==> src/rtl/mux_sel_pkg.sv <==
`default_nettype none
// ============================================================================
//  Module      : mux_sel_pkg
//  Description : Shared encodings for the mux select arbiter: mux select
//                codes, arbiter state encoding and channel identifiers.
//  Revision    : 1.0 - initial release
// ============================================================================
package mux_sel_pkg;

    // Mux select codes driven on ES; 2'b11 is never produced.
    localparam logic [1:0] ES_A    = 2'b00;
    localparam logic [1:0] ES_B    = 2'b01;
    localparam logic [1:0] ES_ZERO = 2'b10;

    // Arbiter state encoding.
    typedef enum logic [1:0] {
        IDLE    = 2'b00,
        GRANT_A = 2'b01,
        GRANT_B = 2'b10
    } state_t;

    // Channel identifiers used to remember the most recent grant.
    typedef enum logic {
        CH_A = 1'b0,
        CH_B = 1'b1
    } ch_t;

    // Select code presented to the mux while in a given state.
    function automatic logic [1:0] state_to_es(input state_t st);
        logic [1:0] es;
        es = ES_ZERO;
        case (st)
            GRANT_A: es = ES_A;
            GRANT_B: es = ES_B;
            default: es = ES_ZERO;
        endcase
        return es;
    endfunction

endpackage : mux_sel_pkg
`default_nettype wire

==> src/rtl/mux_sel_arbiter_hold_reg.sv <==
`default_nettype none
// ============================================================================
//  Module      : hold_reg
//  Description : One-entry operand holding register with a valid/ready
//                input side. The data stays stable while full and keeps its
//                last value after being consumed; only the full flag clears.
//  Revision    : 1.0 - initial release
// ============================================================================
module hold_reg #(
    parameter int WIDTH = 4
) (
    input  logic             clk,
    input  logic             rst,
    input  logic             in_valid,
    input  logic [WIDTH-1:0] in_data,
    output logic             in_ready,
    input  logic             clr,
    output logic [WIDTH-1:0] data,
    output logic             full
);

    logic             r_full;
    logic [WIDTH-1:0] r_data;

    // Ready comes from the registered flag, so an entry drained on an edge
    // cannot be refilled on that same edge.
    assign in_ready = !r_full && !rst;
    assign data     = r_data;
    assign full     = r_full;

    // Capture an offered operand when empty; release the entry on clr.
    always_ff @(posedge clk) begin
        if (rst) begin
            r_full <= 1'b0;
            r_data <= '0;
        end else begin
            if (clr) begin
                r_full <= 1'b0;
            end
            if (in_valid && in_ready) begin
                r_full <= 1'b1;
                r_data <= in_data;
            end
        end
    end

endmodule : hold_reg
`default_nettype wire

==> src/rtl/mux_sel_arbiter.sv <==
`default_nettype none
// ============================================================================
//  Module      : mux_sel_arbiter
//  Description : Feeds a 2-source output mux from two valid/ready channels.
//                Each channel has a one-entry holding register; a round-robin
//                FSM selects which held operand the mux presents on Y and
//                handshakes it to the downstream consumer.
//  Revision    : 1.0 - initial release
// ============================================================================
module mux_sel_arbiter
    import mux_sel_pkg::*;
#(
    parameter int WIDTH = 4
) (
    input  logic             clk,
    input  logic             rst,
    input  logic             a_valid,
    input  logic [WIDTH-1:0] a_data,
    output logic             a_ready,
    input  logic             b_valid,
    input  logic [WIDTH-1:0] b_data,
    output logic             b_ready,
    output logic [WIDTH-1:0] A,
    output logic [WIDTH-1:0] B,
    output logic [1:0]       ES,
    output logic             y_valid,
    input  logic             y_ready
);

    state_t     r_state;
    state_t     w_state_next;
    ch_t        r_last_grant;
    ch_t        w_last_grant_next;
    logic [1:0] r_es;
    logic       r_y_valid;
    logic       w_a_full;
    logic       w_b_full;
    logic       w_decide;
    logic       w_clr_a;
    logic       w_clr_b;
    logic       w_elig_a;
    logic       w_elig_b;

    hold_reg #(.WIDTH(WIDTH)) u_hold_a (
        .clk      (clk),
        .rst      (rst),
        .in_valid (a_valid),
        .in_data  (a_data),
        .in_ready (a_ready),
        .clr      (w_clr_a),
        .data     (A),
        .full     (w_a_full)
    );

    hold_reg #(.WIDTH(WIDTH)) u_hold_b (
        .clk      (clk),
        .rst      (rst),
        .in_valid (b_valid),
        .in_data  (b_data),
        .in_ready (b_ready),
        .clr      (w_clr_b),
        .data     (B),
        .full     (w_b_full)
    );

    assign ES      = r_es;
    assign y_valid = r_y_valid;

    // Next-state: decide on idle or on a completed Y handshake, drain the
    // consumed entry, and pick among the remaining full entries round-robin.
    always_comb begin
        w_state_next      = r_state;
        w_last_grant_next = r_last_grant;
        w_decide          = (r_state == IDLE) || (r_y_valid && y_ready);
        w_clr_a           = w_decide && (r_state == GRANT_A);
        w_clr_b           = w_decide && (r_state == GRANT_B);
        // Flags as registered before this edge; newly captured operands are
        // only seen on the following edge.
        w_elig_a          = w_a_full && (r_state != GRANT_A);
        w_elig_b          = w_b_full && (r_state != GRANT_B);
        if (w_decide) begin
            if (w_elig_a && w_elig_b) begin
                w_state_next = (r_last_grant == CH_A) ? GRANT_B : GRANT_A;
            end else if (w_elig_a) begin
                w_state_next = GRANT_A;
            end else if (w_elig_b) begin
                w_state_next = GRANT_B;
            end else begin
                w_state_next = IDLE;
            end
            if (w_state_next == GRANT_A) begin
                w_last_grant_next = CH_A;
            end else if (w_state_next == GRANT_B) begin
                w_last_grant_next = CH_B;
            end
        end
    end

    // State, grant history and the registered mux select / Y valid outputs.
    always_ff @(posedge clk) begin
        if (rst) begin
            r_state      <= IDLE;
            r_last_grant <= CH_B;
            r_es         <= ES_ZERO;
            r_y_valid    <= 1'b0;
        end else begin
            r_state      <= w_state_next;
            r_last_grant <= w_last_grant_next;
            r_es         <= state_to_es(w_state_next);
            r_y_valid    <= (w_state_next != IDLE);
        end
    end

endmodule : mux_sel_arbiter
`default_nettype wire

==> config.mk <==
export PLATFORM = sky130hd
export DESIGN_NAME = mux_sel_arbiter
export DESIGN_NICKNAME = d
export VERILOG_FILES = /design/src/rtl/mux_sel_pkg.sv /design/src/rtl/mux_sel_arbiter_hold_reg.sv /design/src/rtl/mux_sel_arbiter.sv
export SDC_FILE = /design/constraint.sdc
export NUM_CORES = 1
export LEC_CHECK = 0
export CAP_MARGIN = 20
export CORE_MARGIN = 2
export CORE_UTILIZATION = 40
export CTS_BUF_LIST = sky130_fd_sc_hd__clkbuf_8
export CTS_CLUSTER_SIZE = 10
export DETAILED_ROUTE_END_ITERATION = 7
export PLACE_DENSITY_LB_ADDON = 0.12
export SKIP_LAST_GASP = 1
export SLEW_MARGIN = 20
export SYNTH_ARGS = -nofsm -noshare
export SYNTH_HDL_FRONTEND = slang
export SYNTH_SLANG_ARGS = --single-unit
==> constraint.sdc <==
create_clock -name clk -period 2.4 [get_ports clk]
set_input_delay 0.48 -clock clk [delete_from_list [all_inputs] [get_ports clk]]
set_output_delay 0.48 -clock clk [all_outputs]
set_load 0.05 [all_outputs]
==> results_dict.tcl <==
set metrics [dict create \
    status "completed" \
    mostFrequentLayoutCell "clkdlybuf4s50_1" \
    relSlewSlack 0.6624 \
    leakage_nw 0.4086 \
    yosys.area.top_type "dfxtp_1" \
    period_share 0.7975 \
    detail_route.wl_per_cell_um 12.18 \
    cap_violations 0 \
    die_w_um 45.40 \
    worstRegToRegCells 5 \
    track_usage 0.1608 \
    slowest_stage "clkdlybuf4s50_1" \
    synth.top_cell.area_share 0.4672 \
    fin_cells 116 \
    start_util 0.4398 \
    synth_cell_type_count 25 \
    routed_wl_um 1413 \
    rsz0062_at_grt "false" \
    clk_latency_ns 0.25 \
    postRouteAntennaNets 0 \
    cpPeakStageDelay_ns 0.81 \
    clkTransAtPathRegs_ns 0.06 \
    worst_pin_slew_ns 0.5049 \
    io_buffers 25 \
    finalSetupViolCount 0 \
    hold_path.startpoint "u_hold_b.data[0]" \
    syn_nets 89 \
    nFillCells 136 \
    path_cells "clkdlybuf4s50_1" \
    fin_tns_setup_ns 0 \
    drive_above_1_share 0.08000 \
    max_clock_freq_mhz 522.5 \
    cpLargestDelayFamily "buffers and inverters" \
    drv_slew 0 \
    clock-sinks 16 \
    die_h_um 45.40 \
    globalplace.congestion 0.7129 \
    post-cts-setup-buffers 0 \
    cts_buffer_depth 2 \
    num-nets-final 116 \
    cts_resized 0 \
    post-route-drc-count 0 \
    netlist_area_sq_um 685.7 \
    grt_pass1_wl_um 2304 \
    diodes 0 \
    cts_tree "yes" \
    hold_buffers 0 \
    synth_top_cells_by_area "dfxtp_1 (47%), mux2i_1 (12%), nor2_1 (8.2%)" \
    numCtsBuffers 3 \
    avgViaCountPerCell 5.069 \
    worstReg2RegStart "u_hold_b.full" \
    skew_ns 0.0004185 \
    cts-root-buf "clkbuf_8" \
    final_cell_mix "clkdlybuf4s50_1 (23), dfxtp_1 (16), nor2_1 (15)" \
    ios 26 \
    syn_to_final_growth_pct 48.72 \
    antenna_found_initial 0 \
    rrSetupSlack_ns 0.95 \
    worst_setup_path_end_kind "output pin" \
    die-area_sq_um 2061 \
    period_minus_slack_ns 1.914 \
    final_util 0.6541 \
    fp.coreArea_sq_um 1559 \
    h-tree-depth 1 \
    drt_pass1_iterations 4 \
    min_to "u_hold_b.data[0]" \
    hold_class "flop to flop" \
    post_dp_cell_area_sq_um 964.7 \
    ys_warn_count 0 \
    power_density_nw_per_um2 746.2 \
    fin_area_sq_um 1020 \
    crit_buf_inv 1 \
    timing_hold_violations_final 0 \
    worstPathArrival_ns 1.43 \
    ys_seq_area_frac 0.4672 \
    path_class "flop to output pin" \
    hold_path_depth 2 \
    critPathMaxFanout 4 \
    grt-ovfl-total 0 \
    critPathRequiredTime_ns 1.92 \
    synth_area_per_cell_sq_um 9.266 \
    path_depth 1 \
    cp-start-kind "flop" \
    grt_pass1_vias 520 \
    place_hpwl_um 1077 \
    first_iter_violations 6 \
    synth_seq_cells 16 \
    std_cell_rows 14 \
    synthCells 74 \
    ir_worst_vdd_mv 0.6489 \
    vias 588 \
    grt_max_degree 16 \
    dp_cells 112 \
    hold_ws_ns 0.4910 \
    worstReg2RegEnd "ES[1]" \
]
-- metal layers --
metal | vias up | share of wire | wire [um] | GRT usage
met2 | 15 | 0.46 | 655 | 0.2282
met3 | 3 | 0.054 | 77 | 0.07540
met1 | 263 | 0.47 | 669 | 0.2064
met4 | 0 | 0.0071 | 10 | 0.07059
li1 | 307 | - | - | -
met5 | - | 0 | 0 | 0
-- how the worst max path moves through the flow --
stage / slack, ns / endpoint / start
floorplan: 0.44 / a_ready / rst
global placement: 0.49 / ES[1] / y_ready
CTS: 0.48 / y_valid / y_valid
finish: 0.49 / y_valid / y_valid
global route: 0.45 / y_valid / y_valid
detailed placement: 0.46 / ES[1] / y_ready
-- Yosys cell counts, drive strengths merged --
master	count
inv	2
o22a	1
nor2b	4
o32ai	1
a311oi	1
nand2b	2
clkbuf	1
o21ai	2
a31oi	2
and3	2
buf	3
nor2	15
a221o	1
nand2	5
a21boi	1
nand3	1
ha	2
dfxtp	16
nand3b	1
mux2i	8
o22ai	1
a211o	1
a211oi	1
-- cell type report --
type,instances,area [sq um],share of cell area
Sequential cell,16,320.3,0.3141
Inverter,2,7.507,0.007362
Timing Repair Buffer,26,277.8,0.2724
Tap cell,16,20.02,0.01963
Multi-Input combinational cell,52,339.1,0.3325
Clock buffer,4,55.05,0.05399
-- tightest hold or removal path, cell delays in order (launching register included) --
cell and delay (ns):
dfxtp_1 0.32, mux2i_1 0.06, nor2_1 0.07
-- per-stage QoR --
| step | setup slack, ns | total power, mW |
|---|---|---|
| after floorplan | 0.4417 | 0.4507 |
| after global placement | 0.4872 | 0.5253 |
| after detailed placement | 0.4649 | 0.5281 |
| after CTS | 0.4797 | 0.7686 |
| after global routing | 0.4516 | 0.7983 |
| final | 0.4860 | 0.7610 |
-- state kept, by name, summed over array words and instances (netlist names) --
register       count
u_hold_a.data      4
u_hold_b.data      4
ES                 2
r_state            2
r_last_grant       1
u_hold_a.full      1
u_hold_b.full      1
y_valid            1
-- logic make-up (layout without fill, tap and decap cells) --
group                    count (synthesis)  in the layout  share of synthesized area
buffers and inverters                    6             32                    0.03831
multiplexers                             8              8                     0.1168
flip-flops                              16             16                     0.4672
AND/OR/NAND/NOR                         30             30                     0.2117
AO/OA/AOI/OAI                           12             12                     0.1296
adder cells (fa/ha/maj)                  2              2                    0.03649
-- power breakdown --
part	switching [mW]	internal (mW)
Combinational	0.119	0.0896
Sequential	0.0223	0.291
Clock	0.0931	0.146
Power figures use the tool's default switching activity.
